`src/rtl/rx_iq_packer.sv`:
```
// rx_iq_packer
// Packs 12-bit I/Q sample pairs from the AD9361 1T1R receive interface into
// 32-bit words {sext16(Q), sext16(I)}, buffers them in a small
// first-word-fall-through FIFO and presents them as a valid/ready stream with
// frame markers. Samples that arrive while the FIFO is full and not draining
// are dropped, counted and flagged.
//
// Ports:
//   clk       - sample clock (interface output clock)
//   rst_n     - asynchronous active-low reset
//   enable    - capture enable, sampled on clk
//   rx_I/rx_Q - 12-bit two's complement sample pair
//   rx_ce     - one-cycle strobe qualifying rx_I/rx_Q
//   m_tdata   - packed word, {sext16(Q), sext16(I)}
//   m_tvalid  - a word is available
//   m_tready  - consumer accepts the current word
//   m_tlast   - current word is the last sample of its frame
//   level     - FIFO occupancy (0..DEPTH)
//   overflow  - sticky flag, set when a sample is dropped
//   drop_cnt  - saturating count of dropped samples
//   ovf_clr   - synchronous clear of overflow and drop_cnt
module rx_iq_packer #(
  parameter int DEPTH     = 16,
  parameter int FRAME_LEN = 1024,
  localparam int AW       = $clog2(DEPTH)
) (
  input  logic          clk,
  input  logic          rst_n,
  input  logic          enable,
  input  logic [11:0]   rx_I,
  input  logic [11:0]   rx_Q,
  input  logic          rx_ce,
  output logic [31:0]   m_tdata,
  output logic          m_tvalid,
  input  logic          m_tready,
  output logic          m_tlast,
  output logic [AW:0]   level,
  output logic          overflow,
  output logic [15:0]   drop_cnt,
  input  logic          ovf_clr
);

  localparam int FW = $clog2(FRAME_LEN);

  localparam logic [AW-1:0] PTR_ONE    = AW'(1);
  localparam logic [AW:0]   LEVEL_ONE  = (AW + 1)'(1);
  localparam logic [AW:0]   LEVEL_FULL = (AW + 1)'(DEPTH);
  localparam logic [FW-1:0] FRAME_ONE  = FW'(1);
  localparam logic [FW-1:0] FRAME_LAST = FW'(FRAME_LEN - 1);

  // Each entry carries the frame-end marker in bit 32 above the packed word.
  logic [32:0]   mem_q [DEPTH];

  logic [AW-1:0] wr_ptr_q, wr_ptr_d;
  logic [AW-1:0] rd_ptr_q, rd_ptr_d;
  logic [AW:0]   level_q, level_d;
  logic [FW-1:0] frame_cnt_q, frame_cnt_d;
  logic          overflow_q, overflow_d;
  logic [15:0]   drop_cnt_q, drop_cnt_d;

  logic          push;
  logic          pop;
  logic          full;
  logic          accept;
  logic          drop;
  logic          frame_end;
  logic [32:0]   wr_word;

  // Handshake decode. A full FIFO still accepts a sample when the head word
  // leaves on the same edge, so the slot it frees is reused without a drop.
  always_comb begin
    push      = enable & rx_ce;
    pop       = (level_q != '0) & m_tready;
    full      = (level_q == LEVEL_FULL);
    accept    = push & (~full | pop);
    drop      = push & ~accept;
    frame_end = (frame_cnt_q == FRAME_LAST);
    wr_word   = {frame_end, {{4{rx_Q[11]}}, rx_Q}, {{4{rx_I[11]}}, rx_I}};
  end

  // Next-state logic for pointers, occupancy, framing and drop accounting.
  always_comb begin
    wr_ptr_d    = wr_ptr_q;
    rd_ptr_d    = rd_ptr_q;
    level_d     = level_q;
    frame_cnt_d = frame_cnt_q;
    overflow_d  = overflow_q;
    drop_cnt_d  = drop_cnt_q;

    if (accept) begin
      wr_ptr_d = wr_ptr_q + PTR_ONE;
    end
    if (pop) begin
      rd_ptr_d = rd_ptr_q + PTR_ONE;
    end

    case ({accept, pop})
      2'b10:   level_d = level_q + LEVEL_ONE;
      2'b01:   level_d = level_q - LEVEL_ONE;
      default: level_d = level_q;
    endcase

    // Only delivered samples count toward a frame; a disabled capture
    // abandons any partial frame.
    if (!enable) begin
      frame_cnt_d = '0;
    end else if (accept) begin
      frame_cnt_d = frame_end ? '0 : frame_cnt_q + FRAME_ONE;
    end

    // A drop in the same cycle as a clear wins: the new drop is the first
    // one counted after the clear.
    if (drop) begin
      overflow_d = 1'b1;
      if (ovf_clr) begin
        drop_cnt_d = 16'd1;
      end else if (drop_cnt_q != 16'hFFFF) begin
        drop_cnt_d = drop_cnt_q + 16'd1;
      end
    end else if (ovf_clr) begin
      overflow_d = 1'b0;
      drop_cnt_d = 16'd0;
    end
  end

  always_ff @(posedge clk or negedge rst_n) begin
    if (!rst_n) begin
      wr_ptr_q    <= '0;
      rd_ptr_q    <= '0;
      level_q     <= '0;
      frame_cnt_q <= '0;
      overflow_q  <= 1'b0;
      drop_cnt_q  <= 16'd0;
    end else begin
      wr_ptr_q    <= wr_ptr_d;
      rd_ptr_q    <= rd_ptr_d;
      level_q     <= level_d;
      frame_cnt_q <= frame_cnt_d;
      overflow_q  <= overflow_d;
      drop_cnt_q  <= drop_cnt_d;
    end
  end

  // Storage has no reset; stale entries are unreachable once the pointers
  // and level are cleared.
  always_ff @(posedge clk) begin
    if (accept) begin
      mem_q[wr_ptr_q] <= wr_word;
    end
  end

  // The head entry is gated by valid so an empty FIFO (including reset)
  // presents zero data and no last marker. Valid depends only on state.
  always_comb begin
    m_tvalid = (level_q != '0);
    m_tdata  = m_tvalid ? mem_q[rd_ptr_q][31:0] : 32'd0;
    m_tlast  = m_tvalid & mem_q[rd_ptr_q][32];
    level    = level_q;
    overflow = overflow_q;
    drop_cnt = drop_cnt_q;
  end

endmodule
```
`config.mk`:
```
export PLATFORM = sky130hd
export DESIGN_NAME = rx_iq_packer
export DESIGN_NICKNAME = d
export VERILOG_FILES = /design/src/rtl/rx_iq_packer.sv
export SDC_FILE = /design/constraint.sdc
export NUM_CORES = 1
export LEC_CHECK = 0
export CORE_ASPECT_RATIO = 0.6
export CORE_MARGIN = 2
export CORE_UTILIZATION = 50
export CTS_CLUSTER_SIZE = 16
export DETAILED_ROUTE_END_ITERATION = 12
export PLACE_DENSITY = 0.74
export SETUP_SLACK_MARGIN = 0.15
export SYNTH_ARGS = -nofsm -noshare
export SYNTH_HDL_FRONTEND = slang
export SYNTH_SLANG_ARGS = --single-unit
export TNS_END_PERCENT = 30
```
`constraint.sdc`:
```
create_clock -name clk -period 4.2 [get_ports clk]
set_input_delay 0.63 -clock clk [delete_from_list [all_inputs] [get_ports clk]]
set_output_delay 0.63 -clock clk [all_outputs]
set_load 0.05 [all_outputs]
```
==> flow_metrics.env <==
export IMPL_yosys_area_top_type="edfxtp_1"
export IMPL_hp_class="in -> async"
export IMPL_fmax_mhz=265
export IMPL_final_max_slew_violation_count=0
export IMPL_viasPerCell=6.05
export IMPL_synthCells=873
export IMPL_drt_total_wl_um=37700
export IMPL_ant_nets=0
export IMPL_grt_max_degree=50
export IMPL_r2r_end="level[4]$_DFFE_PN0P_"
export IMPL_end_kind="primary output"
export IMPL_cp_required_ns=3.57
export IMPL_regArea_um2=13000
export IMPL_nNetsFinal=1025
export IMPL_drive_gt1_share_pct=24.3
export IMPL_cts_htree_levels=2
export IMPL_rr_worst_depth=8
export IMPL_yosysWarnings=0
export IMPL_grt_pass1_vias=8919
export IMPL_ir_drop_mv=0.489
export IMPL_synth_compound_gate_area_share_pct=3.12
export IMPL_p_comb_share_pct=34.8
export IMPL_grt_pass1_wl_um=57200
export IMPL_synth_top_family_by_area="multiplexers"
export IMPL_core_region_area_um2=34700
export IMPL_diodes=0
export IMPL_die_w_um=246
export IMPL_slew_headroom_pct=36.3
export IMPL_fp_dieH_um=149
export IMPL_tightestPinTransition_ns=0.955
export IMPL_synthArstFlopShare_pct=9.09
export IMPL_avgRoutedWirePerCell_um=25.5
export IMPL_multi_input_area_um2=4330
export IMPL_place_gp_congestion=0.793
export IMPL_syn_avg_cell_area_um2=20.0
export IMPL_grtUsageTotal_pct=21.3
export IMPL_antenna_found_initial=0
export IMPL_regToRegSetupSlack_ns=1.40
export IMPL_cts_sinks=440
export IMPL_p_per_area_nw_per_um2=666
export IMPL_synth_area_leaders="edfxtp_1 (69%), mux4_2 (13%), dfrtp_1 (5.7%)"
export IMPL_num_io_pins=86
export IMPL_port_buffers=85
export IMPL_synth_edf_count=400
export IMPL_p_clk_share_pct=24.8
export IMPL_ys_flop_type="edfxtp_1"
export IMPL_crit_path_start="level[0]$_DFFE_PN0P_"
export IMPL_status="completed"
export IMPL_ys_ff_latch=440
export IMPL_synthMuxAreaShare_pct=16.0
export IMPL_synthSimpleGateAreaFrac_pct=3.51
export IMPL_cts_buffers_inserted=39
export IMPL_rsz0062_at_grt="false"
export IMPL_cp_max_fo=8
export IMPL_critPathCapture="m_tdata[8]"
export IMPL_cts_tree="built"
export IMPL_drc=0
export IMPL_synth_seq_area_share_pct=74.3
export IMPL_cts_buffer_depth=3
export IMPL_cts_root_buffer_cell="clkbuf_16"
export IMPL_skew_ns=0.0208
export IMPL_rows=53
export IMPL_whs_ns=0.231
export IMPL_synthDistinctLibCells=51
export IMPL_path_clk_slew_ns=0.07
export IMPL_power_switching_share_pct=35.1
export IMPL_r2r_start="level[1]$_DFFE_PN0P_"
export IMPL_power_switching_w=0.00473
export IMPL_num_fill_cells=2540
export IMPL_power_frac_seq_pct=40.4
export IMPL_synthTopCellsByCount="edfxtp_1 (400), mux4_2 (100), mux2i_1 (51)"
export IMPL_synth_adder_area_share_pct=0.829
export IMPL_floorplan_initialDensity_pct=50.4
export IMPL_syn_nets=914
export IMPL_clk_latency_ns=0.54
export IMPL_synth_top_cell_area_share_pct=68.6
export IMPL_first_iter_violations=1041
export IMPL_cp_arrival_ns=3.15
export IMPL_dp_hpwl_um=21700
export IMPL_gr_total_overflow=0
export IMPL_synth_xor_area_share_pct=0.601
export IMPL_maxCapViolCount=0
export IMPL_ctsHoldBuffers=0
export IMPL_post_cts_resized=0
export IMPL_postCtsSetupBuffers=0
export IMPL_synth_most_common_cell="edfxtp_1"
export IMPL_post_route_period_util_pct=89.9
export IMPL_fin_setup_tns_ns=0
export IMPL_intPower_w=0.00875
export IMPL_crit_path_start_kind="flip-flop"
export IMPL_finalHoldViolCount=0
export IMPL_areaGrowthSynthToFinish_pct=15.7
export IMPL_netlist_area_um2=17500
export IMPL_num_vias=8942
export IMPL_setup_viol_count_final=0
export IMPL_die_area_um2=36600
export IMPL_critPathKind="reg -> out"
export IMPL_firstDrtPassIters=5
export IMPL_layout_min_cycle_time_ns=3.78
export IMPL_p_leak_nw=6.63
final cells by class:
cell class	count	share of cell area [%]
clock buffers	50	5.13
clock inverters	17	0.593
inverters	11	0.204
multi-input cells	370	21.4
flip-flops and latches	440	64.3
well taps	467	2.88
repair buffers	122	5.50
power by group through the flow:
stage                     clock network, W  logic [W]  registers (W)
after floorplan                          0    0.00359        0.00532
after detailed placement                 0    0.00472        0.00555
after CTS                          0.00340    0.00474        0.00546
after global placement                   0    0.00469        0.00553
after global routing               0.00357    0.00496        0.00549
final                              0.00334    0.00469        0.00545
critical path: stages (launching register included):
cell,delay (ns)
dfrtp_1,0.44
nor4_1,0.54
nand2_1,0.21
nand2_1,0.42
buf_4,0.21
o22ai_1,0.07
clkdlybuf4s50_1,0.71
how the worst min path moves through the flow:
| stage | to | slack (ns) |
|---|---|---|
| finish | frame_cnt_q[1]$_DFFE_PN0P_ | 0.23 |
| global route | level[3]$_DFFE_PN0P_ | 0.31 |
| CTS | frame_cnt_q[1]$_DFFE_PN0P_ | 0.25 |
| detailed placement | overflow$_DFFE_PN0P_ | 0.49 |
| global placement | overflow$_DFFE_PN0P_ | 0.47 |
| floorplan | drop_cnt[0]$_DFFE_PN0P_ | 0.33 |
stage by stage:
stage	setup WS, ns	cell area (µm²)	instances	utilization, %	total power, W
after floorplan	0.178	17500	873	-	0.00891
after global placement	0.999	19100	1410	54.9	0.0102
after CTS	0.409	20200	1477	58.3	0.0136
after detailed placement	0.967	19100	1410	54.9	0.0103
final	0.423	20300	1477	58.3	0.0135
after global routing	0.242	20300	1477	58.3	0.0140
placed cells by master, fill, tap and decap left out, types with 16 or more instances in the layout:
master / Yosys / layout
edfxtp_1: 400 / 400
mux4_2: 100 / 100
buf_4: 8 / 61
clkdlybuf4s50_1: 0 / 55
mux2i_1: 51 / 51
clkbuf_16: 0 / 40
dfrtp_1: 40 / 37
o22ai_1: 25 / 25
nand2_1: 24 / 24
nand3_1: 16 / 16
cell families after synthesis:
logic type / count (synthesis)
adders and majority gates: 11
buffers and inverters: 63
DFF: 440
muxes: 154
xor gates and xnor gates: 12
AOI/OAI and AO/OA: 82
and+or+nand+nor: 111
sequential cells by signal, summed over array words and instances, names as in the netlist:
name,flops
drop_cnt,16
frame_cnt_q,10
level,5
mem_q,400
overflow,1
rd_ptr_q,4
wr_ptr_q,4
metal layers:
layer	part of all wire (%)	global-route usage, %	up-vias
li1	-	-	3845
met1	46	34.2	4711
met2	45	30.5	335
met3	7.3	3.69	51
met4	1.7	4.97	0
met5	0	0	-
Power figures use the tool's default switching activity.
